## config.mk

```make
export PLATFORM = sky130hd
export DESIGN_NAME = wave_synth_core_flat
export DESIGN_NICKNAME = d
export VERILOG_FILES = /design/src/rtl/wave_synth_core_if.sv /design/src/rtl/wave_synth_core.sv /design/src/flat_wrapper.sv
export SDC_FILE = /design/constraint.sdc
export NUM_CORES = 1
export LEC_CHECK = 0
export BUFFER_PORTS_ARGS = -buffer_cell sky130_fd_sc_hd__buf_4
export CAP_MARGIN = 30
export CORE_MARGIN = 2
export CORE_UTILIZATION = 60
export DETAILED_ROUTE_END_ITERATION = 7
export PLACE_DENSITY = 0.92
export SLEW_MARGIN = 20
export SYNTH_ARGS = -nofsm -noshare
export SYNTH_HDL_FRONTEND = slang
export SYNTH_SLANG_ARGS = --single-unit
```

## constraint.sdc

```tcl
create_clock -name clk -period 5.1 [get_ports clk]
set_clock_uncertainty 0.2 [all_clocks]
set_input_delay 0.255 -clock clk [delete_from_list [all_inputs] [get_ports clk]]
set_output_delay 0.255 -clock clk [all_outputs]
set_load 0.05 [all_outputs]
```

## src/rtl/wave_synth_core_if.sv

```systemverilog
// Control/sample bus between the wave selector side and wave_synth_core.
// The amp field exists only when WAVE_AMP_SCALE_EN is defined.
interface wave_synth_core_if #(
    parameter int PHASE_W = 24,
    parameter int OUT_W   = 16
);
    logic               sample_en;
    logic [2:0]         wave_sel;
    logic [PHASE_W-1:0] tuning_word;
`ifdef WAVE_AMP_SCALE_EN
    logic [3:0]         amp;
`endif
    logic [OUT_W-1:0]   sample_out;
    logic               sample_valid;
    logic [2:0]         active_sel;

`ifdef WAVE_AMP_SCALE_EN
    modport master (output sample_en, wave_sel, tuning_word, amp,
                    input  sample_out, sample_valid, active_sel);
    modport slave  (input  sample_en, wave_sel, tuning_word, amp,
                    output sample_out, sample_valid, active_sel);
`else
    modport master (output sample_en, wave_sel, tuning_word,
                    input  sample_out, sample_valid, active_sel);
    modport slave  (input  sample_en, wave_sel, tuning_word,
                    output sample_out, sample_valid, active_sel);
`endif
endinterface

```

## src/rtl/wave_synth_core.sv

```systemverilog
// Phase-accumulator waveform generator; wave changes land only on a phase wrap.
// Optional macro WAVE_AMP_SCALE_EN adds a 4-bit amplitude scaler on bus.amp.
module wave_synth_core #(
    parameter int          PHASE_W   = 24,
    parameter int          OUT_W     = 16,
    parameter logic [15:0] LFSR_SEED = 16'hACE1
) (
    input logic              clk,
    input logic              reset,
    wave_synth_core_if.slave bus
);
    logic [PHASE_W-1:0] phase, nphase;
    logic               wrap;
    logic [2:0]         pending_sel, active_q, sel;
    logic [15:0]        lfsr, lfsr_nxt;
    logic [OUT_W-1:0]   p, raw, shaped, sq_v, saw_v, tri_v, noise_v, out_q;
    logic [OUT_W-2:0]   fold;
    logic               valid_q;

    assign {wrap, nphase} = {1'b0, phase} + {1'b0, bus.tuning_word};
    assign lfsr_nxt = {lfsr[14:0], lfsr[15] ^ lfsr[13] ^ lfsr[12] ^ lfsr[10]};

    // A frozen phase never wraps, so a zero tuning word lets the selection through directly.
    assign sel = (wrap || (bus.tuning_word == '0)) ? pending_sel : active_q;

    assign p     = nphase[PHASE_W-1 -: OUT_W];
    assign sq_v  = p[OUT_W-1] ? {1'b1, {(OUT_W-2){1'b0}}, 1'b1} : {1'b0, {(OUT_W-1){1'b1}}};
    assign saw_v = {~p[OUT_W-1], p[OUT_W-2:0]};
    assign fold  = p[OUT_W-1] ? ~p[OUT_W-2:0] : p[OUT_W-2:0];
    assign tri_v = {~fold[OUT_W-2], fold[OUT_W-3:0], 1'b0};

    generate
        if (OUT_W >= 16) begin : g_noise_ext
            if (OUT_W > 16) begin : g_pad
                assign noise_v = {{(OUT_W-16){1'b0}}, lfsr_nxt};
            end else begin : g_same
                assign noise_v = lfsr_nxt;
            end
        end else begin : g_noise_trunc
            assign noise_v = lfsr_nxt[OUT_W-1:0];
        end
    endgenerate

    always_comb begin
        raw = '0;
        case (sel)
            3'b000:  raw = sq_v;
            3'b001:  raw = saw_v;
            3'b010:  raw = tri_v;
            3'b011:  raw = ~saw_v;
            3'b100:  raw = noise_v;
            default: raw = '0;
        endcase
    end

`ifdef WAVE_AMP_SCALE_EN
    // Product of a signed sample and (amp+1) <= 16 fits in OUT_W+4 signed bits.
    logic [4:0]                amp_p1;
    logic signed [OUT_W+3:0]   raw_x, amp_x, prod;
    assign amp_p1 = {1'b0, bus.amp} + 5'd1;
    assign raw_x  = {{4{raw[OUT_W-1]}}, raw};
    assign amp_x  = {{(OUT_W-1){1'b0}}, amp_p1};
    assign prod   = raw_x * amp_x;
    assign shaped = OUT_W'(prod >>> 4);
`else
    assign shaped = raw;
`endif

    always_ff @(posedge clk or posedge reset) begin
        if (reset) begin
            phase       <= '0;
            active_q    <= '0;
            pending_sel <= '0;
            lfsr        <= LFSR_SEED;
            out_q       <= '0;
            valid_q     <= 1'b0;
        end else begin
            pending_sel <= bus.wave_sel;
            valid_q     <= bus.sample_en;
            if (bus.sample_en) begin
                phase    <= nphase;
                lfsr     <= lfsr_nxt;
                active_q <= sel;
                out_q    <= shaped;
            end
        end
    end

    assign bus.sample_out   = out_q;
    assign bus.sample_valid = valid_q;
    assign bus.active_sel   = active_q;
endmodule

```

## src/flat_wrapper.sv

```systemverilog
// flat-port wrapper written by rule: the top's interface ports become plain ports
module wave_synth_core_flat 
#(
    parameter int          PHASE_W   = 24,
    parameter int          OUT_W     = 16,
    parameter logic [15:0] LFSR_SEED = 16'hACE1
)
  (clk, reset, bus_sample_en, bus_wave_sel, bus_tuning_word, bus_sample_out, bus_sample_valid, bus_active_sel);
  wave_synth_core_if #(.PHASE_W(PHASE_W), .OUT_W(OUT_W)) bus_i ();
  input logic clk;
  input logic reset;
  input wire logic [$bits(bus_i.sample_en)-1:0] bus_sample_en;
  input wire logic [$bits(bus_i.wave_sel)-1:0] bus_wave_sel;
  input wire logic [$bits(bus_i.tuning_word)-1:0] bus_tuning_word;
  output wire logic [$bits(bus_i.sample_out)-1:0] bus_sample_out;
  output wire logic [$bits(bus_i.sample_valid)-1:0] bus_sample_valid;
  output wire logic [$bits(bus_i.active_sel)-1:0] bus_active_sel;
  assign bus_i.sample_en = bus_sample_en;
  assign bus_i.wave_sel = bus_wave_sel;
  assign bus_i.tuning_word = bus_tuning_word;
  assign bus_sample_out = bus_i.sample_out;
  assign bus_sample_valid = bus_i.sample_valid;
  assign bus_active_sel = bus_i.active_sel;
  wave_synth_core #(.PHASE_W(PHASE_W), .OUT_W(OUT_W), .LFSR_SEED(LFSR_SEED)) u_core (.clk(clk), .reset(reset), .bus(bus_i));
endmodule
```

**Word level (Yosys, flattened, before mapping)**

Index checks and enable logic that the tools add are counted.

- Bits in registers: 63
- Latch bits: 0
- Bits in writable memories: 0
- Memory bits (read-only): 0
- Input port bits: 30
- Output and inout bits: 20
- Word-level logic and storage cells: 25
- Memories: 0

- Add/sub/neg operators: 1
- Multiply operators: 0
- Divide/modulo/power cells: 0
- Order comparisons: 0
- Equality and inequality tests: 4
- Shift-type cells: 0
- Multiplexer cells: 4
- Bitwise operators: 7
- Reductions and logical operators: 3

Operators by type and width:

| cell | count |
|---|---|
| 16-bit case mux with 5 select lines | 1 |
| 24-bit by 24-bit adder with 25-bit output | 1 |
| 24-bit logical NOT | 1 |
| 16-bit 2-to-1 mux | 1 |
| 16-bit NOT | 1 |
| 15-bit 2-to-1 mux | 1 |
| 15-bit NOT | 1 |
| 3-bit by 2-bit == test with 1-bit output (second input constant) | 2 |
| 3-bit by 1-bit == test with 1-bit output (second input constant) | 1 |
| 3-bit == test (second input constant) | 1 |
| 3-bit logical NOT | 1 |
| 3-bit 2-to-1 mux | 1 |
| 1-bit bitwise XOR | 3 |
| 1-bit NOT | 2 |
| 1-bit logical OR | 1 |

**Logic depth before layout (Yosys ltp)**

Gate-level depths: netlist (run 1).

- Word-level depth: 5
- Mapped depth: 13
- Gate-level depth less buffers: 11

**Worst setup path after synthesis (run 1)**

OpenSTA, ideal clock, no wires.

- Path type: register -> register
- Start point: register u_core.phase[0]
- End point: register u_core.out_q[2] (netlist: u_core.bus.sample_out[2])
- Library setup time: 0.142 ns
- Arrival: 2.908 ns
- Path slack: 1.849 ns
- Stages on the path, launching flop included: 13
- Clock period less this slack: 3.251 ns
- Cell sequence: dfrtp_1 > ha_1 > fa_1 > a21oi_2 > o221ai_2 > a21oi_4 > nor3_1 > or4_1 > buf_6 > mux2_4 > or2b_1 > a221oi_1 > o221ai_1

- Longest elaborated chain between the ends: 5
- Elaborated cells on any way between the ends: 13
- Those cells by class: add/sub (1); eq/ne (4); mux (4); bitwise (2); reduce/logical (2)

Ends and longest elaborated chain:

| element | RTL line | source |
|---|---|---|
| start, declared | wave_synth_core.sv:12 | `logic [PHASE_W-1:0] phase, nphase;` |
| start signal, assigned | wave_synth_core.sv:81 | `phase <= nphase;` |
| 24-bit by 24-bit adder with 25-bit output * | wave_synth_core.sv:20 | `assign {wrap, nphase} = {1'b0, phase} + {1'b0, bus.tuning_word};` |
| 1-bit logical OR | wave_synth_core.sv:24 | `assign sel = (wrap \|\| (bus.tuning_word == '0)) ? pending_sel : active_q;` |
| 3-bit 2-to-1 mux | wave_synth_core.sv:24 |  |
| 3-bit == test (tied with other cells) | wave_synth_core.sv:46 | `case (sel)` |
| 16-bit case mux with 5 select lines * | wave_synth_core.sv:46 |  |
| end signal, assigned | wave_synth_core.sv:84 | `out_q <= shaped;` |
| end, declared | wave_synth_core.sv:16 | `logic [OUT_W-1:0] p, raw, shaped, sq_v, saw_v, tri_v, noise_v, out_q;` |

Mark *: on every way between the ends. The rest lies on a longest branch, timed or not.
A chain may end at the register's enable or synchronous reset.

**Worst setup path after layout (run 1)**

- Start point: register u_core.phase[0]
- End point: register u_core.out_q[13] (netlist: u_core.bus.sample_out[13])

Same word-level chain as after synthesis.

==> results.md, run 1 <==
* Initial antenna violation count at 0
* Starting Density at 61.8%
* Clock tree buffer depth at 2
* Worst r2r src: u_core.phase[0]
* Post-synth cell types at 60
* R2R Path End: u_core.bus.sample_out[13]
* RSZ-0062 raised after global routing: no
* Post-synth EDFFs at 0
* Fmax at 249 MHz
* First-pass GRT wire length at 18400 microns
* Io pins at 50
* LEAKAGE at 2.17 nW
* Wirelength, routed at 11200 microns
* Mux contribution to synthesized area at 14.7%
* Ranking of synthesized cells by area: dfrtp_1 (31%), mux2_2 (9.9%), ha_1 (6.7%)
* Mean Syn Cell Area at 9.91 sq um
* Worst skew pair latency at about 0.36 ns
* Setup tns final at 0 ns
* Yosys reg bits at 63
* Post-Route M1 WL at 4660 microns
* Layout area overhead at 13.9%
* Pre-CTS WS at ~1 ns
* Power per standard cell area at 799 mW/mm^2
* Crit path capture type: flop
* Async S/R FF share, synth at 100%
* Syn. warnings at 0
* Total core area at 0.00721 sq mm
* CP required at 5.14 ns
* Final net count at 548
* DP HPWL at ~7800 microns
* Share of layout cells above drive strength 1 at 26.3%
* Vias per cell at 6.37
* CTS tree: built
* DRC Markers at 0
* PortBufs at 49
* WP data arrival at roughly 4 ns
* Largest net degree at the start of global routing at 64
* CTS Buf Count at 9
* # placed instances at between 500 and 600
* Final count of hold timing violations at 0
* Minimum clock period at 4.02 ns
* Path depth of the worst reg2reg path at 12
* R2r setup slk at 1.08 ns
* Hold path cells at 3
* Crit-path max FO at 16
* Final std cells w/o fill at 597
* Drt wl/cell at ~19 microns
* FILL cells at approximately 570
* Clock transition at path regs at 0.09 ns
* Antenna Nets Post-Route at 0
* Largest family of logic cells by synthesized area: compound AO/OA/AOI/OAI gates
* Setup CP Type: reg2reg
* Syn Inst Count at 450
* Fin worst setup slack at 1.08 ns
* Root buffer cell: clkbuf_8
* # diodes at 0
* Simple-gate share of the synthesized area at 13.1%
* Vias in the first global route at 3879
* Compound-Gate Fraction of Synth Area at 17.5%
* Worst Hold End: u_core.phase[0]
* Register area share after synthesis at around 36%
* Syn Nets at 505
* Synth Cell Area at 0.00446 sq mm
* Drt initial violations at 283
* Area leader, netlist: dfrtp_1
* 1st-pass router iterations at 5
* Die X at 90.2 microns
* GP Congestion at 0.965
* Adder-Cell Fraction of Synth Area at under 10%
* Tcrit/Tclk final at 78.9%
* Slew at the pin with the worst max-slew slack at ~0.80 ns
* Status: finished clean
* Max_slew headroom at 46.5%
* Synth cell count leaders: dfrtp_1 (55), nand2_1 (46), mux2_2 (39)
* Share of the synthesized area in the top cell type at 30.9%
* Final Setup Violations at 0
* XOR/XNOR share of the synthesized area at 7.86%
* Max-slew violations at 0
* Hold WC Path Type: in2reg
* Worst setup SP type: flop
* Via count at 3805
* Final global-route overflow total at 0
* Die Ht at 90.2 microns
* Main synth FF type: dfrtp_1
* Max-Cap Viols at 0
* H-tree depth at 3
* Worst IR Drop VDD at 0.399 mV
* DR WL met2 at 5560 microns
* Hold Startpoint: bus_tuning_word[0]
* Gr usage total at between 20% and 30%
* Die area at between 0.008 and 0.009 sq mm
* Rows at 31
* Cell with the most instances after synthesis: dfrtp_1
* DR WL met3 at 657 microns
* Top Metal Used: met4
* Total clock sinks at 63
## state kept, by name, indices dropped and copies added, names as in the netlist
signal / cells
u_core.bus.sample_valid: 1
u_core.pending_sel: 3
u_core.bus.sample_out: 16
u_core.bus.active_sel: 3
u_core.phase: 24
u_core.lfsr: 16
## where the power goes
part           switching, mW  internal, mW  total (mW)  leakage [nW]
Clock                  0.235         0.232       0.467        0.0968
Sequential             0.191         0.755       0.946         0.747
Combinational           1.52          1.12        2.64          1.32
## cell families (layout without fill, tap and decap cells)
logic type,count (synthesis),in the layout
flip-flops,63,63
adder cells (fa/ha/maj),25,25
AND/OR/NAND/NOR,119,119
XOR/XNOR,40,40
AO/OA/AOI/OAI,110,110
multiplexers,59,59
buffers and inverters,34,82
## layer usage
| metal | vias up | global-route usage [%] |
|---|---|---|
| met1 | 1865 | 35.0 |
| li1 | 1758 | - |
| met3 | 30 | 5.45 |
| met2 | 152 | 48.0 |
| met5 | - | 0 |
| met4 | 0 | 10.4 |
## worst max-delay path, stage by stage, from the launching register on
cell and delay (ns):
dfrtp_1 0.39, ha_1 0.22, fa_1 0.43, a21oi_2 0.23, o221ai_2 0.15, a21oi_4 0.17, nor3_1 0.07, or4_1 0.79
mux2i_1 0.31, buf_4 0.26, a32o_1 0.20, a2111oi_0 0.36, o2bb2ai_1 0.10
## how the worst max path moves through the flow
stage                       startpoint                         to  depth (start not counted)
global route           u_core.phase[0]  u_core.bus.sample_out[13]                         12
detailed placement  bus_tuning_word[0]   u_core.bus.sample_out[2]                         12
global placement    bus_tuning_word[0]   u_core.bus.sample_out[2]                         12
CTS                    u_core.phase[0]   u_core.bus.sample_out[2]                         11
finish                 u_core.phase[0]  u_core.bus.sample_out[13]                         12
floorplan              u_core.phase[0]   u_core.bus.sample_out[2]                         12
## cell type report
cell class / count / area [sq um] / area share (%)
Multi-Input combinational cell: 353 / 2690 / 53.0
Sequential cell: 63 / 1590 / 31.2
Tap cell: 99 / 124 / 2.44
Clock buffer: 9 / 124 / 2.44
Clock inverter: 7 / 80.1 / 1.58
Timing Repair Buffer: 58 / 445 / 8.77
Inverter: 8 / 30.0 / 0.591
## per-stage QoR
step           area (sq um)  total power, mW  utilization, %  hold WS, ns
6_report               5080             4.06            70.4       0.0587
5_1_grt                5080             4.31            70.4       0.0765
4_1_cts                5070             4.02            70.3       0.0543
3_5_place_dp           4830             3.53            66.9        0.166
3_3_place_gp           4830             3.41            66.9        0.165
2_1_floorplan          4460             2.99               -       0.0864
## placed cells by master, fill, tap and decap left out, types with 4 or more instances in the layout
| master | count |
|---|---|
| dfrtp_1 | 55 |
| buf_4 | 54 |
| nand2_1 | 46 |
| mux2_2 | 39 |
| xnor2_1 | 29 |
| a21oi_1 | 28 |
| ha_1 | 24 |
| nor2_1 | 23 |
| mux2i_1 | 18 |
| o21ai_0 | 16 |
| o221ai_1 | 15 |
| a211oi_1 | 12 |
| xor2_1 | 11 |
| clkbuf_8 | 9 |
| dfstp_2 | 8 |
| inv_1 | 7 |
| nand3_1 | 6 |
| nand4_1 | 6 |
| nor3_1 | 6 |
| nor4_1 | 6 |
| a21o_1 | 5 |
| a21oi_2 | 4 |
| nand3b_1 | 4 |
| dlygate4sd3_1 | 4 |
## timing repair
action                                 in CTS  in global routing
buffers inserted                            0                  0
endpoints found under the hold margin      58                  0
gates resized for setup                     0                  0
hold buffers                                4                  0
No activity file was read; power rests on OpenSTA's default activity.
==> inputs of run 2 (changes only) <==
--- a/config.mk
+++ b/config.mk
@@ -8,9 +8,9 @@
 export BUFFER_PORTS_ARGS = -buffer_cell sky130_fd_sc_hd__buf_4
 export CAP_MARGIN = 30
 export CORE_MARGIN = 2
-export CORE_UTILIZATION = 60
+export CORE_UTILIZATION = 54
 export DETAILED_ROUTE_END_ITERATION = 7
-export PLACE_DENSITY = 0.92
+export PLACE_DENSITY = 0.88
 export SLEW_MARGIN = 20
 export SYNTH_ARGS = -nofsm -noshare
 export SYNTH_HDL_FRONTEND = slang
==> constraint.sdc (replaced) <==
create_clock -name clk -period 3.3 [get_ports clk]
set_clock_uncertainty 0.2 [all_clocks]
set_input_delay 0.165 -clock clk [delete_from_list [all_inputs] [get_ports clk]]
set_output_delay 0.165 -clock clk [all_outputs]
set_load 0.05 [all_outputs]
==> run 2 against run 1 <==
  * The run now ends with setup timing left
  * Total power up 78%
  * Register-to-register slack worse by 1.1 ns
  * Critical path depth unchanged
  * Flip-flop and latch count unchanged
  * First-iteration DRC count up 31%
  * Routed wire length up 16%
  * Critical endpoint is now u_core.bus.sample_out[4]
  * Largest power group unchanged
==> results.md, run 2 (synthesis gave the netlist of run 1 again) <==
* Status: finished, violations left
* Failing checks: setup timing
* Initial antenna violation count at 0 (unchanged)
* CP delay by family, top: compound AO/OA/AOI/OAI gates
* Sw Ratio at 46.9% (-1.1 points)
* Comb pwr share at 70.4% (+5.2 points)
* Most frequent cells in the layout: buf_4 (88), dfrtp_1 (55), nand2_1 (45), mux2_2 (38), xnor2_1 (29)
* Commonest non-fill, non-tap cell in the layout: buf_4
* Tcrit/Tclk final at 102% (+23 points)
* Max_slew headroom at 53.9% (+7.4 points)
* Die X at 94.9 microns (+5.2%)
* Psw at 3.38 mW (+74%)
* DRC Markers at 0 (unchanged)
* Largest net degree at the start of global routing at 49 (-23%)
* CP required at 3.33 ns (-1.81 ns)
* Gr usage total at 29.7% (+1.8 points)
* Drt initial violations at 371 (+31%)
* CP max stage delay at 0.47 ns (-0.32 ns)
* Crit-path cells: ha_4, fa_2, a21oi_4, o221ai_4, a21oi_4, nor3_2, or4_4, buf_6, mux2_4, or2b_1, a221oi_2, o221ai_1
* # diodes at 0 (unchanged)
* Cell-internal power at 3.82 mW (+81%)
* Layout area overhead at 26.3%
* DR WL met2 at 6330 microns (+14%)
* Max-Cap Viols at 0 (unchanged)
* Crit path capture type: flop
* Fin worst setup slack at -0.0539 ns (-1.13 ns)
* FILL cells at 570 (-0.35%)
* # placed instances at 619 (+7.5%)
* Setup CP Type: reg2reg
* CTS Buf Count at 9 (unchanged)
* Final std cells w/o fill at 646 (+8.2%)
* Total core area at 0.00809 sq mm (+12%)
* GP Congestion at 0.945 (-2.1%)
* Path depth of the worst reg2reg path at 12 (unchanged)
* Worst IR Drop VDD at 0.981 mV (+150%)
* Flop pwr share at 20.6% (-2.7 points)
* Worst setup SP type: flop
* H-tree depth at 3 (unchanged)
* Clock transition at path regs at 0.07 ns (-0.02 ns)
* Final Setup Violations at 9 (+9)
* Root buffer cell: clkbuf_8
* Share of layout cells above drive strength 1 at 36.0% (+9.7 points)
* Starting Density at 55.1% (-6.7 points)
* PortBufs at 49 (unchanged)
* Tot Pwr at 7.20 mW (+78%)
* Drt wl/cell at 20.0 microns (+7.0%)
* Fmax at 298 MHz (+20%)
* Pre-CTS WS at -0.327 ns (-1.32 ns)
* Fin util at 69.6% (-0.82 points)
* WP data arrival at 3.38 ns (-0.68 ns)
* Worst skew pair latency at 0.36 ns (about the same)
* Max reg flops at 24 (unchanged)
* Power per standard cell area at 1280 mW/mm^2 (+60%)
* Final net count at 591 (+7.8%)
* Via count at 4081 (+7.3%)
* 1st-pass router iterations at 5 (unchanged)
* DR WL met3 at 808 microns (+23%)
* Post-Route M1 WL at 5150 microns (+11%)
* Vias in the first global route at 4122 (+6.3%)
* DP HPWL at 8550 microns (+9.3%)
* Cell count along the critical path at 12 (unchanged)
* Minimum clock period at 3.35 ns (-0.670 ns)
* Total clock sinks at 63 (unchanged)
* Max-slew violations at 0 (unchanged)
* CTS tree: built
* Slowest-stage cell, CP: or4_4
* Crit-path max FO at 5 (-11)
* Buf/Inv on CP at 1 (unchanged)
* Most used cell, CP: a21oi_4
* Reg with most FFs: u_core.phase
* Top Metal Used: met4
* Hold path cells at 1 (-2)
* Antenna Nets Post-Route at 0 (unchanged)
* Final global-route overflow total at 0 (unchanged)
* RSZ-0062 raised after global routing: yes
* Io pins at 50 (unchanged)
* Wirelength, routed at 12900 microns (+16%)
* Clock tree buffer depth at 2 (unchanged)
* Rows at 33 (+6.5%)
* Slew at the pin with the worst max-slew slack at 0.691 ns (-0.111 ns)
* Final count of hold timing violations at 0 (unchanged)
* Die area at 0.00900 sq mm (+11%)
* LEAKAGE at 2.42 nW (+12%)
* Hold WC Path Type: in2reg
* Fin Hold WS at 0.0442 ns (-0.0145 ns)
* Die Ht at 94.9 microns (+5.2%)
* Part of the power in the clock network at 9.0% (-2.5 points)
* Vias per cell at 6.32 (-0.88%)
* First-pass GRT wire length at 20500 microns (+12%)
## run 2: final cells by class
type | instances | area (sq um) | share of cell area [%]
Sequential cell | 63 | 1590 | 28.2
Clock buffer | 13 | 169 | 3.00
Multi-Input combinational cell | 353 | 2870 | 51.0
Clock inverter | 3 | 17.5 | 0.311
Inverter | 8 | 30.0 | 0.533
Timing Repair Buffer | 101 | 827 | 14.7
Tap cell | 105 | 131 | 2.33
## run 2: path summary, 6_finish.rpt
check                                     startpoint  slack [ns]                        end
min                                    bus_sample_en        0.04    u_core.bus.sample_valid
max                                  u_core.phase[0]       -0.05   u_core.bus.sample_out[4]
min in group asynchronous                      reset        0.15      u_core.pending_sel[0]
min reg2reg                u_core.bus.sample_out[15]        0.30  u_core.bus.sample_out[15]
max reg2reg                          u_core.phase[0]       -0.05   u_core.bus.sample_out[4]
max in group asynchronous                      reset        2.19             u_core.lfsr[0]
## run 2: per-layer routing
metal	global-route usage, %	up-vias
met4	15.5	0
met5	0	-
met1	36.0	2002
met2	50.4	190
li1	-	1833
met3	5.51	56
## run 2: worst reg2reg max path: stages, from the launching register on
cell      delay, ns
dfrtp_1        0.40
ha_4           0.17
fa_2           0.37
a21oi_4        0.17
o221ai_4       0.13
a21oi_4        0.20
nor3_2         0.07
or4_4          0.47
buf_6          0.16
mux2_4         0.23
or2b_1         0.25
a221oi_2       0.25
o221ai_1       0.15
## run 2: what timing repair did
item / CTS / global route
buffers inserted: 3 / 3
resized for setup: 15 / 24
pin swaps: 13 / 13
hold buffers: 5 / 0
endpoints found under the hold margin: 62 / 0
setup endpoints to repair: 18 / 16
## run 2: through the flow
stage               setup TNS [ns]  instance area [sq um]
floorplan                        0                   4460
global placement             -2.42                   5130
detailed placement           -4.40                   5150
CTS                         -0.200                   5470
global route                 -1.59                   5630
finish                      -0.225                   5630
## run 2: power by group through the flow
| stage | sequential, mW | combinational, mW | clock [mW] |
|---|---|---|---|
| 2_1_floorplan | 1.65 | 2.98 | 0 |
| 3_3_place_gp | 1.44 | 4.24 | 0 |
| 3_5_place_dp | 1.46 | 4.42 | 0 |
| 4_1_cts | 1.46 | 4.63 | 0.650 |
| 5_1_grt | 1.52 | 5.42 | 0.691 |
| 6_report | 1.48 | 5.07 | 0.650 |
